--- config.mk ---
export PLATFORM = sky130hd
export DESIGN_NAME = imem_arbiter_flat
export DESIGN_NICKNAME = d
export VERILOG_FILES = /design/src/rtl/imem_arbiter_if.sv /design/src/rtl/imem_arbiter.sv /design/src/flat_wrapper.sv
export SDC_FILE = /design/constraint.sdc
export NUM_CORES = 1
export LEC_CHECK = 0
export ABC_AREA = 0
export BUFFER_PORTS_ARGS = -buffer_cell sky130_fd_sc_hd__buf_2
export CORE_UTILIZATION = 30
export DETAILED_ROUTE_END_ITERATION = 8
export MAX_ROUTING_LAYER = met4
export PLACE_DENSITY = 0.58
export SYNTH_ARGS = -nofsm -noshare
export SYNTH_HDL_FRONTEND = slang
export SYNTH_SLANG_ARGS = --single-unit
--- constraint.sdc ---
create_clock -name clk -period 6 [get_ports clk]
set_clock_uncertainty 0.05 [all_clocks]
set_input_delay 1.2 -clock clk [delete_from_list [all_inputs] [get_ports clk]]
set_output_delay 1.2 -clock clk [all_outputs]
set_load 0.01 [all_outputs]
--- src/rtl/imem_arbiter_if.sv ---
// Bundle of requester handshakes (fetch F, debug D) and the instruction-memory port.
// The arbiter takes the slave view; the requesters/memory model take the master view.
interface imem_arbiter_if #(
    parameter int unsigned ADDR_W = 10
);
    logic              f_req;
    logic [31:0]       f_addr;
    logic              f_gnt;
    logic              f_rvalid;
    logic [31:0]       f_rdata;
    logic              f_err;

    logic              d_req;
    logic              d_we;
    logic              d_lock;
    logic [31:0]       d_addr;
    logic [31:0]       d_wdata;
    logic              d_gnt;
    logic              d_rvalid;
    logic [31:0]       d_rdata;
    logic              d_err;

    logic [ADDR_W-1:0] mem_addr;
    logic              mem_we;
    logic [31:0]       mem_wdata;
    logic [31:0]       mem_rdata;

    logic              locked;

    modport slave (
        input  f_req, f_addr, d_req, d_we, d_lock, d_addr, d_wdata, mem_rdata,
        output f_gnt, f_rvalid, f_rdata, f_err,
        output d_gnt, d_rvalid, d_rdata, d_err,
        output mem_addr, mem_we, mem_wdata, locked
    );

    modport master (
        output f_req, f_addr, d_req, d_we, d_lock, d_addr, d_wdata, mem_rdata,
        input  f_gnt, f_rvalid, f_rdata, f_err,
        input  d_gnt, d_rvalid, d_rdata, d_err,
        input  mem_addr, mem_we, mem_wdata, locked
    );
endinterface

--- src/rtl/imem_arbiter.sv ---
// Single-port instruction-memory arbiter between fetch (F) and debug loader (D):
// round-robin grant, debug lock with idle timeout, 1-cycle registered responses.
module imem_arbiter #(
    parameter int unsigned ADDR_W       = 10,
    parameter int unsigned LOCK_TIMEOUT = 16
) (
    input  logic              clk,
    input  logic              reset,
    imem_arbiter_if.slave     bus
);
    localparam int unsigned CNT_W = $clog2(LOCK_TIMEOUT + 1);

    typedef enum logic {
        ST_UNLOCKED = 1'b0,
        ST_LOCKED   = 1'b1
    } lock_state_t;

    lock_state_t      r_state;
    lock_state_t      w_state_nxt;
    logic             r_last_gnt_d;
    logic [CNT_W-1:0] r_idle_cnt;

    logic             r_f_rvalid;
    logic [31:0]      r_f_rdata;
    logic             r_f_err;
    logic             r_d_rvalid;
    logic [31:0]      r_d_rdata;
    logic             r_d_err;

    logic             w_f_gnt;
    logic             w_d_gnt;
    logic             w_f_err;
    logic             w_d_err;
    logic             w_timeout;

    // Misaligned or beyond the 2^ADDR_W-word window.
    assign w_f_err = (bus.f_addr[1:0] != 2'b00) || (bus.f_addr[31:ADDR_W+2] != '0);
    assign w_d_err = (bus.d_addr[1:0] != 2'b00) || (bus.d_addr[31:ADDR_W+2] != '0);

    always_comb begin
        w_f_gnt = 1'b0;
        w_d_gnt = 1'b0;
        if (r_state == ST_LOCKED) begin
            w_d_gnt = bus.d_req;
        end else if (bus.f_req && bus.d_req) begin
            // Tie: the port that lost most recently wins.
            if (r_last_gnt_d) w_f_gnt = 1'b1;
            else              w_d_gnt = 1'b1;
        end else begin
            w_f_gnt = bus.f_req;
            w_d_gnt = bus.d_req;
        end
    end

    assign w_timeout = !bus.d_req && (r_idle_cnt >= CNT_W'(LOCK_TIMEOUT - 1));

    always_comb begin
        w_state_nxt = r_state;
        case (r_state)
            ST_UNLOCKED: if (w_d_gnt && bus.d_lock) w_state_nxt = ST_LOCKED;
            ST_LOCKED:   if ((w_d_gnt && !bus.d_lock) || w_timeout) w_state_nxt = ST_UNLOCKED;
            default:     w_state_nxt = ST_UNLOCKED;
        endcase
    end

    always_ff @(posedge clk or posedge reset) begin
        if (reset) r_state <= ST_UNLOCKED;
        else       r_state <= w_state_nxt;
    end

    // Consecutive idle-D cycle counter, saturating.
    always_ff @(posedge clk or posedge reset) begin
        if (reset)                                 r_idle_cnt <= '0;
        else if (bus.d_req)                        r_idle_cnt <= '0;
        else if (r_idle_cnt != CNT_W'(LOCK_TIMEOUT)) r_idle_cnt <= r_idle_cnt + CNT_W'(1);
    end

    always_ff @(posedge clk or posedge reset) begin
        if (reset) begin
            r_last_gnt_d <= 1'b1;
            r_f_rvalid   <= 1'b0;
            r_f_rdata    <= '0;
            r_f_err      <= 1'b0;
            r_d_rvalid   <= 1'b0;
            r_d_rdata    <= '0;
            r_d_err      <= 1'b0;
        end else begin
            r_f_rvalid <= w_f_gnt;
            r_d_rvalid <= w_d_gnt;
            r_f_err    <= w_f_gnt & w_f_err;
            r_d_err    <= w_d_gnt & w_d_err;
            if (w_f_gnt) r_f_rdata <= w_f_err ? 32'd0 : bus.mem_rdata;
            if (w_d_gnt) r_d_rdata <= (w_d_err || bus.d_we) ? 32'd0 : bus.mem_rdata;
            if (w_f_gnt || w_d_gnt) r_last_gnt_d <= w_d_gnt;
        end
    end

    assign bus.f_gnt     = w_f_gnt;
    assign bus.d_gnt     = w_d_gnt;
    assign bus.mem_addr  = w_d_gnt ? bus.d_addr[ADDR_W+1:2] : bus.f_addr[ADDR_W+1:2];
    assign bus.mem_we    = w_d_gnt & bus.d_we & ~w_d_err;
    assign bus.mem_wdata = bus.d_wdata;
    assign bus.f_rvalid  = r_f_rvalid;
    assign bus.f_rdata   = r_f_rdata;
    assign bus.f_err     = r_f_err;
    assign bus.d_rvalid  = r_d_rvalid;
    assign bus.d_rdata   = r_d_rdata;
    assign bus.d_err     = r_d_err;
    assign bus.locked    = (r_state == ST_LOCKED);
endmodule

--- src/flat_wrapper.sv ---
// flat-port wrapper written by rule: the top's interface ports become plain ports
module imem_arbiter_flat 
#(
    parameter int unsigned ADDR_W       = 10,
    parameter int unsigned LOCK_TIMEOUT = 16
)
  (clk, reset, bus_f_req, bus_f_addr, bus_d_req, bus_d_we, bus_d_lock, bus_d_addr, bus_d_wdata, bus_mem_rdata, bus_f_gnt, bus_f_rvalid, bus_f_rdata, bus_f_err, bus_d_gnt, bus_d_rvalid, bus_d_rdata, bus_d_err, bus_mem_addr, bus_mem_we, bus_mem_wdata, bus_locked);
  imem_arbiter_if #(.ADDR_W(ADDR_W)) bus_i ();
  input  logic clk;
  input  logic reset;
  input wire logic [$bits(bus_i.f_req)-1:0] bus_f_req;
  input wire logic [$bits(bus_i.f_addr)-1:0] bus_f_addr;
  input wire logic [$bits(bus_i.d_req)-1:0] bus_d_req;
  input wire logic [$bits(bus_i.d_we)-1:0] bus_d_we;
  input wire logic [$bits(bus_i.d_lock)-1:0] bus_d_lock;
  input wire logic [$bits(bus_i.d_addr)-1:0] bus_d_addr;
  input wire logic [$bits(bus_i.d_wdata)-1:0] bus_d_wdata;
  input wire logic [$bits(bus_i.mem_rdata)-1:0] bus_mem_rdata;
  output wire logic [$bits(bus_i.f_gnt)-1:0] bus_f_gnt;
  output wire logic [$bits(bus_i.f_rvalid)-1:0] bus_f_rvalid;
  output wire logic [$bits(bus_i.f_rdata)-1:0] bus_f_rdata;
  output wire logic [$bits(bus_i.f_err)-1:0] bus_f_err;
  output wire logic [$bits(bus_i.d_gnt)-1:0] bus_d_gnt;
  output wire logic [$bits(bus_i.d_rvalid)-1:0] bus_d_rvalid;
  output wire logic [$bits(bus_i.d_rdata)-1:0] bus_d_rdata;
  output wire logic [$bits(bus_i.d_err)-1:0] bus_d_err;
  output wire logic [$bits(bus_i.mem_addr)-1:0] bus_mem_addr;
  output wire logic [$bits(bus_i.mem_we)-1:0] bus_mem_we;
  output wire logic [$bits(bus_i.mem_wdata)-1:0] bus_mem_wdata;
  output wire logic [$bits(bus_i.locked)-1:0] bus_locked;
  assign bus_i.f_req = bus_f_req;
  assign bus_i.f_addr = bus_f_addr;
  assign bus_i.d_req = bus_d_req;
  assign bus_i.d_we = bus_d_we;
  assign bus_i.d_lock = bus_d_lock;
  assign bus_i.d_addr = bus_d_addr;
  assign bus_i.d_wdata = bus_d_wdata;
  assign bus_i.mem_rdata = bus_mem_rdata;
  assign bus_f_gnt = bus_i.f_gnt;
  assign bus_f_rvalid = bus_i.f_rvalid;
  assign bus_f_rdata = bus_i.f_rdata;
  assign bus_f_err = bus_i.f_err;
  assign bus_d_gnt = bus_i.d_gnt;
  assign bus_d_rvalid = bus_i.d_rvalid;
  assign bus_d_rdata = bus_i.d_rdata;
  assign bus_d_err = bus_i.d_err;
  assign bus_mem_addr = bus_i.mem_addr;
  assign bus_mem_we = bus_i.mem_we;
  assign bus_mem_wdata = bus_i.mem_wdata;
  assign bus_locked = bus_i.locked;
  imem_arbiter #(.ADDR_W(ADDR_W), .LOCK_TIMEOUT(LOCK_TIMEOUT)) u_core (.clk(clk), .reset(reset), .bus(bus_i));
endmodule
==> flow_metrics.env <==
export IMPL_cts_buffers=9
export IMPL_clkSinkCount=75
export IMPL_async_flop_share=1.00
export IMPL_p_leak_nw=2.78
export IMPL_tightest_slew_ns=1.14
export IMPL_slew_viol_final=0
export IMPL_slew_headroom=0.235
export IMPL_clockRootBuffer="clkbuf_16"
export IMPL_placedCellCount=662
export IMPL_p_total_w=0.00127
export IMPL_cellPowerDensity_nw_per_um2=253
export IMPL_status="complete, no violations"
export IMPL_cts_resized_gates=0
export IMPL_setup_violations=0
export IMPL_setup_tns_ns=0
export IMPL_crit_type="in2out"
export IMPL_globalplace_congestion=0.776
export IMPL_syn_area_um2=3880
export IMPL_clk_latency_ns=0.33
export IMPL_rsz0062_at_grt="false"
export IMPL_crit_start="bus_d_req"
export IMPL_die_area_um2=13400
export IMPL_synth_seq_cells=75
export IMPL_ir_worst_vdd_uv=107
export IMPL_rows=41
export IMPL_hpwl_um=8160
export IMPL_ioPinCount=248
export IMPL_finalCriticalPeriod_ns=4.26
export IMPL_pre_cts_slack_ns=1.69
export IMPL_ant_nets=0
export IMPL_maxCapViolCount=0
export IMPL_path_delay_family="buffers and inverters"
export IMPL_dr_pass1_iters=4
export IMPL_clk_path_buf_depth=2
export IMPL_max_freq_mhz=235
export IMPL_final_cells=678
export IMPL_grt_pass1_vias=3509
export IMPL_io_buffers=183
export IMPL_path_common_cell="buf_2"
export IMPL_postPlaceCellArea_um2=4680
export IMPL_hold_viol=0
export IMPL_r2r_cells=3
export IMPL_cts_hold_buf=0
export IMPL_grt_pass1_wl_um=18700
export IMPL_yosysMostFrequentCell="dfrtp_1"
export IMPL_drtIter0Drc=168
export IMPL_core_um2=12600
export IMPL_overflow=0
export IMPL_crit_path_end="bus_mem_we"
export IMPL_synthTopCellsByCount="dfrtp_1, and3_1, buf_4, clkbuf_1, nand3_1"
export IMPL_arrival_ns=3.01
export IMPL_viasPerCell=5.21
export IMPL_finalInstanceArea_um2=5010
export IMPL_synth_cell_types=38
export IMPL_fin_crit_sh=0.710
export IMPL_cp_slowest_cell="o21ai_4"
export IMPL_start_util=0.307
export IMPL_cp_num_cells=7
export IMPL_ys_flop_type="dfrtp_1"
export IMPL_max_stage_delay_ns=0.64
export IMPL_r2r_slack_ns=3.76
export IMPL_synth_area_leaders="dfrtp_1, a32o_2, buf_4, o31ai_1, and3_1"
export IMPL_yosysTopAreaCell="dfrtp_1"
export IMPL_r2r_end="u_core.bus.d_rdata[31]"
export IMPL_crit_chain="buf_2 -> nor2b_2 -> buf_4 -> o21ai_4 -> inv_1 -> and4_2 -> buf_2"
export IMPL_crit_buf_inv=4
export IMPL_drive_gt1_frac=0.500
export IMPL_htreeDepth=3
export IMPL_antenna_found_initial=0
export IMPL_n_antenna_cell=0
export IMPL_vias=3532
export IMPL_post_cts_buffers=0
export IMPL_required_ns=4.75
export IMPL_rr_startpoint="u_core.r_last_gnt_d"
export IMPL_crit_fanout=34
export IMPL_yosysTopAreaCellShare=0.478
export IMPL_routed_wirelength_um=12000
export IMPL_hp_class="reg2reg"
export IMPL_ys_seq_area_frac=0.485
export IMPL_wl_per_cell_um=17.7
export IMPL_grt_max_degree=76
export IMPL_netlist_instances=368
export IMPL_nets=638
export IMPL_drc_errors=0
export IMPL_crit_path_end_kind="output port"
export IMPL_syn_avg_cell_area_um2=10.5
export IMPL_clk_pin_slew_ns=0.06
export IMPL_critPathLaunchType="input port"
export IMPL_gr_usage_all_layers=0.189
export IMPL_die_width_um=116
export IMPL_die_h_um=116
export IMPL_fin_ws_ns=1.74
export IMPL_area_growth_syn_to_layout_pct=29.3
export IMPL_synth_net_count=505
export IMPL_synth_warnings=0
export IMPL_synth_edf_count=0
export IMPL_tritoncts="built"
[area by class of cell]
cell class,count,area (um^2)
clock inverter,5,75.1
clock buffer,11,253
timing repair buffer,193,991
tap,172,215
fill,1304,7610
multi-input combinational,216,1580
sequential,75,1880
inverter,6,23.8
[metal layers]
| metal | vias up | routed length, um | part of all wire | global-route usage |
|---|---|---|---|---|
| met5 | - | 0 | 0 | - |
| met4 | 0 | 259 | 0.022 | 0.0915 |
| met3 | 25 | 740 | 0.062 | 0.0361 |
| met2 | 147 | 5620 | 0.47 | 0.277 |
| met1 | 1731 | 5370 | 0.45 | 0.250 |
| li1 | 1629 | - | - | - |
[stage by stage]
stage / hold WS (ns) / utilization
final: 0.440 / 0.397
after global routing: 0.463 / 0.397
after floorplan: 0.441 / -
after CTS: 0.445 / 0.397
after global placement: 0.426 / 0.371
after detailed placement: 0.432 / 0.371
[flip-flops by register name, summed over array words and instances (netlist names)]
| signal | cells |
|---|---|
| u_core.bus.f_rdata | 32 |
| u_core.bus.f_rvalid | 1 |
| u_core.bus.f_err | 1 |
| u_core.r_idle_cnt | 5 |
| u_core.bus.locked | 1 |
| u_core.r_last_gnt_d | 1 |
| u_core.bus.d_err | 1 |
| u_core.bus.d_rvalid | 1 |
| u_core.bus.d_rdata | 32 |
[power by group]
group | internal [W] | leakage [nW] | total (W) | switching (W)
registers | 0.000513 | 1.04 | 0.000518 | 0.00000490
clock network | 0.000385 | 0.165 | 0.000593 | 0.000208
logic | 0.0000602 | 1.58 | 0.000156 | 0.0000961
[cell families (layout without fill, tap and decap cells)]
group | Yosys count | after routing | synth area share
AOI/OAI and AO/OA | 101 | 101 | 0.204
and+or+nand+nor | 98 | 98 | 0.150
buffers and inverters | 77 | 215 | 0.113
DFF | 75 | 75 | 0.485
muxes | 11 | 11 | 0.0316
adders and majority gates | 3 | 3 | 0.00968
xor gates and xnor gates | 3 | 3 | 0.00678
[placed cells by master, fill, tap and decap left out, types with 2 or more instances in the layout]
cell	n
bufinv_16	2
clkinv_2	4
nor2b_2	3
nand2b_1	2
ha_1	3
a21oi_1	2
mux2_2	6
mux2_1	4
nand4_1	2
inv_1	5
buf_4	10
dfrtp_1	74
clkbuf_16	9
and3_1	33
a32o_2	29
nand3_1	33
buf_2	183
nor2_1	7
o21ai_0	32
o31ai_1	32
a32o_1	3
clkbuf_8	2
nor4_1	9
xnor2_1	2
[how the worst min path moves through the flow]
stage	endpoint	depth (start not counted)	startpoint	slack, ns
floorplan	u_core.r_last_gnt_d	2	u_core.r_last_gnt_d	0.44
global placement	u_core.bus.d_rdata[7]	1	u_core.bus.d_rdata[7]	0.43
detailed placement	u_core.bus.d_rdata[25]	1	u_core.bus.d_rdata[25]	0.43
CTS	u_core.bus.d_rdata[25]	1	u_core.bus.d_rdata[25]	0.44
global route	u_core.bus.d_rdata[5]	1	u_core.bus.d_rdata[5]	0.46
finish	u_core.bus.d_rdata[18]	1	u_core.bus.d_rdata[18]	0.44
Note: power is estimated with default switching activity, not from simulation.
